==> config.mk <==
export PLATFORM = sky130hd
export DESIGN_NAME = trig_coinc_capture
export DESIGN_NICKNAME = d
export VERILOG_FILES = /design/src/rtl/trig_coinc_capture.sv
export SDC_FILE = /design/constraint.sdc
export NUM_CORES = 1
export LEC_CHECK = 0
export ABC_AREA = 1
export CELL_PAD_IN_SITES_DETAIL_PLACEMENT = 1
export CELL_PAD_IN_SITES_GLOBAL_PLACEMENT = 2
export CORE_MARGIN = 2
export CORE_UTILIZATION = 35
export CTS_BUF_LIST = sky130_fd_sc_hd__clkbuf_8 sky130_fd_sc_hd__clkbuf_16
export DETAILED_ROUTE_END_ITERATION = 8
export PLACE_DENSITY = 0.89
export SYNTH_ARGS = -nofsm -noshare
export SYNTH_HDL_FRONTEND = slang
export SYNTH_SLANG_ARGS = --single-unit
==> constraint.sdc <==
create_clock -name pll_clk -period 8.5 [get_ports pll_clk]
set_input_delay 0.85 -clock pll_clk [delete_from_list [all_inputs] [get_ports pll_clk]]
set_output_delay 0.85 -clock pll_clk [all_outputs]
set_load 0.02 [all_outputs]
==> src/rtl/trig_coinc_capture.sv <==
`default_nettype none
//==============================================================================
// Module   : trig_coinc_capture
// Desc     : Coincidence-window trigger front end with multiplicity threshold,
//            external trigger and first-word-fall-through event FIFO.
//            Optional macro TRIG_TIMESTAMP_EN adds a 32-bit event timestamp (evt_ts).
// Revision : 1.0 - initial release
//==============================================================================
module trig_coinc_capture #(
    parameter int N_CH       = 24,
    parameter int WINDOW     = 24,
    parameter int TRIG_LEN   = 3,
    parameter int HOLDOFF    = 0,
    parameter int FIFO_DEPTH = 4,
    parameter int MW         = $clog2(N_CH + 1)
) (
    input  logic            pll_clk,
    input  logic            reset,
    input  logic [N_CH-1:0] c_input,
    input  logic [N_CH-1:0] chan_mask,
    input  logic            trig_in,
    input  logic [MW-1:0]   min_mult,
    output logic            trig_out,
    output logic            veto_out,
    output logic [N_CH-1:0] evt_pattern,
    output logic            evt_valid,
    input  logic            evt_ready,
    output logic [7:0]      drop_count
`ifdef TRIG_TIMESTAMP_EN
    ,
    output logic [31:0]     evt_ts
`endif
);

    localparam int c_ww = $clog2(WINDOW + 1);
    localparam int c_tw = $clog2(TRIG_LEN + 1);
    localparam int c_hw = (HOLDOFF > 0) ? $clog2(HOLDOFF + 1) : 1;
    localparam int c_pw = $clog2(FIFO_DEPTH);
`ifdef TRIG_TIMESTAMP_EN
    localparam int c_ew = N_CH + 32;
`else
    localparam int c_ew = N_CH;
`endif

    localparam logic [c_ww-1:0] c_wlast = c_ww'(WINDOW);
    localparam logic [c_tw-1:0] c_tlast = c_tw'(TRIG_LEN);
    localparam logic [c_hw-1:0] c_hlast = c_hw'(HOLDOFF);
    localparam logic [c_pw:0]   c_depth = (c_pw + 1)'(FIFO_DEPTH);

    typedef enum logic [1:0] {
        S_IDLE = 2'd0,
        S_OPEN = 2'd1,
        S_FIRE = 2'd2,
        S_HOLD = 2'd3
    } state_t;

    state_t            r_state;
    logic [N_CH-1:0]   r_c_s1, r_c_s2, r_c_s3;
    logic              r_t_s1, r_t_s2, r_t_s3;
    logic [N_CH-1:0]   r_commit;
    logic [c_ww-1:0]   r_wcnt;
    logic [c_tw-1:0]   r_tcnt;
    logic [c_hw-1:0]   r_hcnt;
    logic              r_trig;
    logic              r_veto;

    logic [N_CH-1:0]   w_hit;
    logic              w_trg_edge;
    logic [N_CH-1:0]   w_pattern;
    logic [MW-1:0]     w_popcnt;
    logic [MW-1:0]     w_thresh;
    logic              w_eval;
    logic              w_eval_fire;
    logic              w_push;

    // Two synchroniser flops followed by the edge-detect stage
    always_ff @(posedge pll_clk) begin
        if (!reset) begin
            r_c_s1 <= '0;
            r_c_s2 <= '0;
            r_c_s3 <= '0;
            r_t_s1 <= 1'b0;
            r_t_s2 <= 1'b0;
            r_t_s3 <= 1'b0;
        end else begin
            r_c_s1 <= c_input;
            r_c_s2 <= r_c_s1;
            r_c_s3 <= r_c_s2;
            r_t_s1 <= trig_in;
            r_t_s2 <= r_t_s1;
            r_t_s3 <= r_t_s2;
        end
    end

    assign w_hit      = r_c_s2 & ~r_c_s3 & chan_mask;
    assign w_trg_edge = r_t_s2 & ~r_t_s3;

    always_comb begin
        w_pattern = r_commit | w_hit;
        w_popcnt  = '0;
        for (int i = 0; i < N_CH; i++) begin
            w_popcnt = w_popcnt + MW'(w_pattern[i]);
        end
    end

    assign w_thresh    = (min_mult == '0) ? MW'(1) : min_mult;
    assign w_eval      = (r_wcnt == c_wlast) || w_trg_edge;
    assign w_eval_fire = (w_popcnt >= w_thresh) || w_trg_edge;

    // Commit is always zero in IDLE, so w_pattern is the hit vector there
    always_comb begin
        w_push = 1'b0;
        case (r_state)
            S_IDLE:  w_push = w_trg_edge;
            S_OPEN:  w_push = w_eval && w_eval_fire;
            default: w_push = 1'b0;
        endcase
    end

    always_ff @(posedge pll_clk) begin
        if (!reset) begin
            r_state  <= S_IDLE;
            r_commit <= '0;
            r_wcnt   <= '0;
            r_tcnt   <= '0;
            r_hcnt   <= '0;
            r_trig   <= 1'b0;
            r_veto   <= 1'b0;
        end else begin
            case (r_state)
                S_IDLE: begin
                    if (w_trg_edge) begin
                        r_state <= S_FIRE;
                        r_trig  <= 1'b1;
                        r_veto  <= 1'b1;
                        r_tcnt  <= c_tw'(1);
                    end else if (|w_hit) begin
                        r_state  <= S_OPEN;
                        r_commit <= w_hit;
                        r_wcnt   <= c_ww'(1);
                        r_veto   <= 1'b1;
                    end
                end
                S_OPEN: begin
                    if (w_eval) begin
                        r_commit <= '0;
                        r_wcnt   <= '0;
                        if (w_eval_fire) begin
                            r_state <= S_FIRE;
                            r_trig  <= 1'b1;
                            r_tcnt  <= c_tw'(1);
                        end else begin
                            r_state <= S_IDLE;
                            r_veto  <= 1'b0;
                        end
                    end else begin
                        r_commit <= w_pattern;
                        r_wcnt   <= r_wcnt + c_ww'(1);
                    end
                end
                S_FIRE: begin
                    if (r_tcnt == c_tlast) begin
                        r_trig <= 1'b0;
                        r_tcnt <= '0;
                        if (HOLDOFF == 0) begin
                            r_state <= S_IDLE;
                            r_veto  <= 1'b0;
                        end else begin
                            r_state <= S_HOLD;
                            r_hcnt  <= c_hw'(1);
                        end
                    end else begin
                        r_tcnt <= r_tcnt + c_tw'(1);
                    end
                end
                S_HOLD: begin
                    if (r_hcnt == c_hlast) begin
                        r_state <= S_IDLE;
                        r_hcnt  <= '0;
                        r_veto  <= 1'b0;
                    end else begin
                        r_hcnt <= r_hcnt + c_hw'(1);
                    end
                end
                default: r_state <= S_IDLE;
            endcase
        end
    end

    assign trig_out = r_trig;
    assign veto_out = r_veto;

    logic [c_ew-1:0] r_mem [FIFO_DEPTH];
    logic [c_pw:0]   r_wptr, r_rptr;
    logic [c_pw:0]   w_count;
    logic            w_empty, w_full, w_pop, w_wr;
    logic [c_ew-1:0] w_entry, w_head;

`ifdef TRIG_TIMESTAMP_EN
    logic [31:0] r_ts;

    always_ff @(posedge pll_clk) begin
        if (!reset) r_ts <= '0;
        else        r_ts <= r_ts + 32'd1;
    end

    assign w_entry = {r_ts, w_pattern};
    assign evt_ts  = w_head[c_ew-1:N_CH];
`else
    assign w_entry = w_pattern;
`endif

    assign w_count = r_wptr - r_rptr;
    assign w_empty = (r_wptr == r_rptr);
    assign w_full  = (w_count == c_depth);
    assign w_pop   = !w_empty && evt_ready;
    // A pop in the same cycle frees the slot for a push into a full FIFO
    assign w_wr    = w_push && (!w_full || w_pop);

    always_ff @(posedge pll_clk) begin
        if (w_wr) r_mem[r_wptr[c_pw-1:0]] <= w_entry;
    end

    always_ff @(posedge pll_clk) begin
        if (!reset) begin
            r_wptr     <= '0;
            r_rptr     <= '0;
            drop_count <= '0;
        end else begin
            if (w_wr)  r_wptr <= r_wptr + 1'b1;
            if (w_pop) r_rptr <= r_rptr + 1'b1;
            if (w_push && !w_wr && (drop_count != 8'hFF)) drop_count <= drop_count + 8'd1;
        end
    end

    assign w_head      = w_empty ? '0 : r_mem[r_rptr[c_pw-1:0]];
    assign evt_pattern = w_head[N_CH-1:0];
    assign evt_valid   = !w_empty;

endmodule
`default_nettype wire

Yosys cells after proc, flatten, opt, wreduce, memory -nomap -nowiden. Memory sizes are Yosys's and may differ from the RTL's. A register that Yosys moved wholly into a read port is not among the register bits. Cells that the tools add are included.

$add $sub $neg: 30. Bitwise gates (word level): 6. Muxes and demuxes: 39. Equal/unequal tests: 17. Order comparisons: 1. Reductions and logical operators: 21.

Operator list (count): $mux W24 (4); $add A5 B1 Y5 (19); $and A24 B24 Y24 (2); $pmux W24 S2 (1); $mux W2 (12); $not A24 Y24 (1); $or A24 B24 Y24 (1); $reduce_or A24 Y1 (1); $mux W5 (4); $ne A2 B2 Y1 const B (8); $mux W1 (12); $pmux W5 S2 (1); $reduce_and A5 Y1 (2); $add A8 B1 Y8 const B (1); $ne A8 B8 Y1 const B (1); $pmux W2 S4 (1); $reduce_and A4 Y1 (2); $add A3 B1 Y3 const B (2); $eq A2 B2 Y1 const B (3); $pmux W2 S3 (1); $add A4 B1 Y5 (1); $add A5 B1 Y5 const B (1); $eq A5 B5 Y1 const B (1); $ge A5 B5 Y1 (1); 23 further kinds (31).

Output and inout bits: 35. Bits in writable memories: 96. Bits in registers: 125. Memories: 1.

Memory list: r_mem (words 4, bits a word 24, read ports 1, clocked after Yosys merged registers in 1, wr ports 1, line 193) `logic [c_ew-1:0] r_mem [FIFO_DEPTH];`.

Logic depth before layout (Yosys ltp). Gate-level depths: netlist of the first run.

Depth after elaboration: 35. Gate-level depth with buffers: 30.

Worst setup path after synthesis of the first run. No wires, ideal clock.

Path kind: in2reg. From: input port chan_mask[3]. To: memory r_mem[0][0] (netlist name), enable pin. Data arrival time: 6433 ps. Slack: 1662 ps. Path buffers: 0. Data required time: 8095 ps. Stages: 25. Path through: nand2_1 or2_1 inv_1 nor2_1 inv_1 fa_1 fa_1 inv_1 fa_1 inv_1 fa_1 fa_1 ha_1 fa_1 nand3_1 nand2_1 ha_1 nand2_1 nor2_1 o21ai_0 nand3_1 nand3_1 nand2_2 nand2_4 nor2_1.

Word-level cells in the longest chain between the ends: 30.

Ends and longest elaborated chain: from (decl) (line 20) `input logic [N_CH-1:0] chan_mask,`; $and A24 B24 Y24 (line 95) `assign w_hit = r_c_s2 & ~r_c_s3 & chan_mask;`; $or A24 B24 Y24 (line 99) `w_pattern = r_commit | w_hit;`; via w_entry[3] (line 197) `logic [c_ew-1:0] w_entry, w_head;`; $add A3 B1 Y4 (line 102) `w_popcnt = w_popcnt + MW'(w_pattern[i]);`; $add A4 B1 Y5 (line 102); $add A5 B1 Y5 (19 in a row) (line 102); $ge A5 B5 Y1 (line 108) `assign w_eval_fire = (w_popcnt >= w_thresh) || w_trg_edge;`; $logic_or A1 B1 Y1 (line 108); $logic_and A1 B1 Y1 (line 115) `S_OPEN: w_push = w_eval && w_eval_fire;`; $pmux W1 S2 (line 113) `case (r_state)`; $logic_and A1 B1 Y1 (line 218) `assign w_wr = w_push && (!w_full || w_pop);`; $mux W1 (line 221) `if (w_wr) r_mem[r_wptr[c_pw-1:0]] <= w_entry;`; $mux W1 (implied by the code) (line 221); to (decl) (line 193).

The timed path passes the listed nets, and every way through them passes these cells.

Worst setup path after layout of the first run.
From: input port chan_mask[3]. To: memory r_mem[1][19] (netlist name), enable pin.

The elaborated chain is that of the path after synthesis.

==> results.yml, run 1 <==
power_and_ir_drop:
  seq_power_share: 0.305
  p_total_mw: 4.21
  internal_power_mw: 2.57
  p_comb_frac: 0.436
  switchingPower_mw: 1.64
  power.share.switching: 0.390
  power.share.clock: 0.259
  p_leak_nw: 5.43
  vdd_ir_drop_max_mv: 0.162
  power_density_mw_per_mm2: 359
layout:
  diodes: 0
  drive_gt1_frac: 0.0621
  synthToLayoutAreaGrowth_pct: 21.3
  fin_util: 0.433
  fin_nets: 1270
setup_path:
  cp-start-kind: "primary input"
  crit_arrival_ns: 7.02
  worstPathMaxFanout: 24
  crit_path_end_kind: "register"
  path_class: "in2reg"
  cp.required_ns: 8.67
logic_synthesis:
  ys_seq_elements: 222
  async_reset_ff_frac: 0
  synth_top_cell_area_share: 0.299
  synth_edf_count: 96
  synth_flop_cell: "dfxtp_1"
  ys_types: 37
  yosysMostFrequentCell: "nor2_1"
  netlist_area_mm2: 0.00965
  ys_warn_count: 0
  yosys-top-cells-area: "edfxtp_1 (30%), dfxtp_1 (26%), nor2_1 (7.7%), inv_1 (7.5%), nand2_1 (6.1%)"
  synth.largest_area_cell: "edfxtp_1"
  synthTopCellsByCount: "nor2_1 (199), inv_1 (192), nand2_1 (157)"
  syn_inst: 1091
  synth.avg_cell_area_um2: 8.84
  syn-num-nets: 1187
  synth-seq-area-share: 0.560
route:
  via_per_inst: 4.64
  dr.pass1.iters: 5
  vias: 7108
  wl_per_cell_um: 15.4
  drt-initial-drc-count: 301
  ant_nets: 0
  drt_wl_total_mm: 23.6
  drc: 0
timing:
  skew_ns: 0.0146
  rsz0062_at_grt: "false"
  fin_ws_ns: 1.65
  hold_ws_ns: 0.405
  slew_headroom: 0.229
  fmax_ghz: 0.146
  period_needed_ns: 6.85
  timing.setup.tns_ns: 0
  setup_viol: 0
  fin_crit_sh: 0.806
  hold_viol: 0
  worst-slew-pin-transition_ns: 1.15
  final-max-slew-violation-count: 0
clocking:
  htree_levels: 1
  cts_made_buffers: 24
  clock_path_buffers: 3
  cts_tree: "done"
  clk_latency_ns: 0.52
  clk_pin_slew_ns: 0.06
  cts_sinks: 222
  postCtsSetupRepairBufs: 0
  clockRootBuffer: "clkbuf_16"
  cts_hold_buffers: 0
  ctsResizeCount: 0
die:
  die_w_um: 170
  rows: 60
  core_mm2: 0.0270
  ios: 92
  start_util: 0.357
  dieArea_mm2: 0.0289
  fp.dieH_um: 170
global_routing:
  grt_pass1_vias: 7290
  grt_first_pass_wirelength_mm: 37.8
  grt.overflow.total: 0
  track_usage: 0.165
  grt_max_degree: 95
  antenna_found_initial: 0
min_path:
  hp-class: "reg2reg"
flow_run:
  maxCapViolCount: 0
status:
  status: "completed"
place:
  place_congestion: 0.776
  dp_slack_ns: 1.17
  numPortBuffers: 91
  dpl.hpwl_mm: 15.7
power groups by stage:
| stage | Clock [mW] | Sequential, mW | Combinational [mW] |
|---|---|---|---|
| global route | 1.15 | 1.30 | 2.13 |
| global placement | 0 | 1.30 | 1.80 |
| finish | 1.09 | 1.28 | 1.83 |
| CTS | 1.11 | 1.29 | 1.88 |
| floorplan | 0 | 1.28 | 1.24 |
| detailed placement | 0 | 1.31 | 1.84 |
cells by family after synthesis:
group | share of synthesized area
simple gates | 0.186
buf+inv | 0.0964
flops | 0.560
compound gates | 0.0811
fa+ha+maj | 0.0638
xor+xnor | 0.0125
critical path, cell delays in order:
cell and delay (ns):
clkdlybuf4s50_1 0.49, nand2_1 0.05, or2_1 0.24, inv_1 0.08
nor2_1 0.05, inv_1 0.16, fa_1 0.48, fa_1 0.54
inv_1 0.06, fa_1 0.51, inv_1 0.05, fa_1 0.56
fa_1 0.45, ha_1 0.23, fa_1 0.41, nand3_1 0.10
nand2_1 0.06, ha_1 0.30, nand2_1 0.07, nor2_1 0.09
o21ai_0 0.08, nand3_1 0.13, nand3_1 0.10, nand2_2 0.25
nand2_4 0.15, nor2_2 0.11, buf_4 0.35
routing by layer:
layer  wire, um  part of all wire  track usage  vias to the layer above
met5          0                 0            0                        -
met4        503             0.021       0.0383                        0
met3        673             0.029       0.0207                       32
met2      11300              0.48        0.288                      119
met1      11100              0.47        0.218                     3384
li1           -                 -            -                     3573
per-stage QoR:
stage / std cells / instance area, um2
global route: 1533 / 11700
CTS: 1533 / 11700
floorplan: 1091 / 9650
global placement: 1489 / 10900
finish: 1533 / 11700
detailed placement: 1489 / 10900
worst paths after layout:
check,start,to,slack (ns),cells after the start
min,r_c_s1[15]$_SDFF_PN0_,r_c_s2[15]$_SDFF_PN0_,0.41,2
min reg2reg,r_c_s1[15]$_SDFF_PN0_,r_c_s2[15]$_SDFF_PN0_,0.41,2
max reg2reg,r_c_s2[3]$_SDFF_PN0_,r_mem[1][19]$_DFFE_PP_,2.15,26
max,chan_mask[3],r_mem[1][19]$_DFFE_PP_,1.65,27
cell usage in the layout (no fill, tap or decap), types with 4 or more instances in the layout:
master	n
o21ai_0	58
nor2_1	195
dfxtp_1	126
clkdlybuf4s50_1	90
clkbuf_16	25
a21oi_1	71
inv_1	195
xor2_1	9
inv_2	4
nand4_1	10
nand3_1	34
clkinv_2	5
nor2_2	6
clkbuf_8	8
nand2_1	157
nand3b_1	9
buf_4	8
edfxtp_1	96
fa_1	17
ha_1	22
o21ai_1	22
registers in the layout (all words and copies together), names as in the netlist, 3 cells and up, named ones only:
name / count
r_c_s3: 24
drop_count: 8
r_mem: 96
r_wcnt: 5
r_c_s1: 24
r_c_s2: 24
r_wptr: 3
r_commit: 24
r_rptr: 3
layout make-up:
type	instances	area, um2
Fill cell	3182	15300
Sequential cell	222	5410
Multi-Input combinational cell	631	3320
Timing Repair Buffer	98	961
Inverter	197	742
Clock buffer	33	736
Tap cell	341	427
Clock inverter	11	108
Note: power is estimated with default switching activity, not from simulation.
==> run 2: changes to the inputs <==
==> constraint.sdc (replaced) <==
create_clock -name pll_clk -period 6.7 [get_ports pll_clk]
set_input_delay 0.67 -clock pll_clk [delete_from_list [all_inputs] [get_ports pll_clk]]
set_output_delay 0.67 -clock pll_clk [all_outputs]
set_load 0.02 [all_outputs]
==> run 2 against run 1 <==
Effect of this change:
- setup slack worse by 1.1 ns
- non-clock buffer count grew 14
- power grew 29%
- clock skew barely moved
- routed wire length shrank 0.42%
- count of clock-buffer cells in the layout decreased by 6
- largest power group unchanged
- critical path type unchanged
- largest cell class unchanged
==> results.yml, run 2 (synthesis gave the netlist of run 1 again) <==
clocking:
  clock_path_buffers: 3
  postCtsSetupRepairBufs: 0
  cts_tree: "done"
  cts_made_buffers: 24
  clk_latency_ns: 0.52
  clk_pin_slew_ns: 0.06
  htree_levels: 1
  cts_hold_buffers: 0
  cts_sinks: 222
  ctsResizeCount: 0
  clockRootBuffer: "clkbuf_16"
power_and_ir_drop:
  seq_power_share: 0.296
  power.share.clock: 0.256
  switchingPower_mw: 2.10
  power.share.switching: 0.388
  vdd_ir_drop_max_mv: 0.203
  internal_power_mw: 3.32
  p_comb_frac: 0.448
  p_leak_nw: 5.49
  power_density_mw_per_mm2: 458
timing:
  final-max-slew-violation-count: 0
  slew_headroom: 0.243
  rsz0062_at_grt: "false"
  skew_ns: 0.0143
  hold_viol: 0
  fin_crit_sh: 0.914
  setup_viol: 0
  period_needed_ns: 6.12
  hold_ws_ns: 0.410
  worst-slew-pin-transition_ns: 1.13
  fmax_ghz: 0.163
route:
  via_per_inst: 4.65
  drc: 0
  drt_wl_total_mm: 23.5
  wl_per_cell_um: 15.2
  drt-initial-drc-count: 249
  dr.pass1.iters: 4
  ant_nets: 0
  vias: 7186
layout:
  fin_util: 0.438
  diodes: 0
  largest_reg_flops: 96
  fillers: 3149
  fin_nets: 1284
  synthToLayoutAreaGrowth_pct: 22.8
  drive_gt1_frac: 0.0697
  final_cell_mix: "nor2_1 (195), inv_1 (195), nand2_1 (157)"
min_path:
  hp-class: "reg2reg"
global_routing:
  track_usage: 0.166
  grt.overflow.total: 0
  antenna_found_initial: 0
  globalRouteMet1Util: 0.210
  grt_max_degree: 82
  top_usage_layer: "met2"
  grt_pass1_vias: 7357
  grt_first_pass_wirelength_mm: 37.8
  use_met2: 0.298
  gr-usage-met3: 0.0256
die:
  start_util: 0.357
  fp.dieH_um: 170
  ios: 92
  rows: 60
  die_w_um: 170
  core_mm2: 0.0270
  dieArea_mm2: 0.0289
place:
  place_congestion: 0.786
  numPortBuffers: 91
  dpl.hpwl_mm: 16.3
setup_path:
  cp-start-kind: "primary input"
  cp.required_ns: 6.92
  path_class: "in2reg"
  crit_path_end_kind: "register"
  crit_arrival_ns: 6.34
  worstPathMaxFanout: 24
status:
  status: "completed"
flow_run:
  maxCapViolCount: 0
[run 2: path summary, 6_finish.rpt]
path                         start                     end  slack, ns  cells after the start
max                   chan_mask[5]  r_mem[1][21]$_DFFE_PP_       0.58                     26
min          r_c_s1[13]$_SDFF_PN0_   r_c_s2[13]$_SDFF_PN0_       0.41                      2
max reg2reg  r_c_s2[15]$_SDFF_PN0_  r_mem[1][21]$_DFFE_PP_       0.86                     25
min reg2reg  r_c_s1[13]$_SDFF_PN0_   r_c_s2[13]$_SDFF_PN0_       0.41                      2
[run 2: area by class of cell]
class | instances | area, um2 | share of cell area
clock buffer | 27 | 653 | 0.0552
clock inverter | 16 | 178 | 0.0150
inverter | 197 | 742 | 0.0627
multi-input combinational | 631 | 3320 | 0.280
sequential | 222 | 5410 | 0.456
tap | 341 | 427 | 0.0360
timing repair buffer | 112 | 1120 | 0.0943
[run 2: through the flow]
stage | setup TNS (ns) | power, mW | instances | worst slack [ns] | instance area [um2]
after global placement | 0 | 4.02 | 1503 | 0.130 | 11000
after global routing | 0 | 5.86 | 1546 | 0.214 | 11800
final | 0 | 5.42 | 1546 | 0.575 | 11800
after CTS | 0 | 5.49 | 1546 | 0.510 | 11800
after detailed placement | -0.453 | 4.08 | 1503 | -0.0114 | 11000
after floorplan | 0 | 3.20 | 1091 | 0.0423 | 9650
[run 2: critical path: stages]
cell and delay [ns]:
clkdlybuf4s50_1 0.46, nand2_1 0.05, nor2_1 0.26, nor2_1 0.13, fa_1 0.56, inv_1 0.06
fa_1 0.48, inv_1 0.05, fa_1 0.49, inv_1 0.05, fa_1 0.54, fa_1 0.42
ha_1 0.22, fa_1 0.41, nand3_1 0.10, nand2_1 0.06, ha_1 0.29, nand2_1 0.07
nor2_1 0.09, o21ai_0 0.09, nand3_1 0.12, nand3_1 0.09, nand2_2 0.10, nand2_4 0.10
nor2_2 0.15, buf_12 0.21
[run 2: metal layers]
layer | share of wire | vias up
li1 | - | 3602
met1 | 0.46 | 3427
met2 | 0.48 | 122
met3 | 0.040 | 35
met4 | 0.019 | 0
met5 | 0 | -
[run 2: power by group through the flow]
stage	combinational [mW]	clock [mW]	sequential, mW
floorplan	1.57	0	1.63
global placement	2.39	0	1.63
detailed placement	2.44	0	1.63
CTS	2.47	1.42	1.61
global route	2.78	1.47	1.62
finish	2.43	1.39	1.61
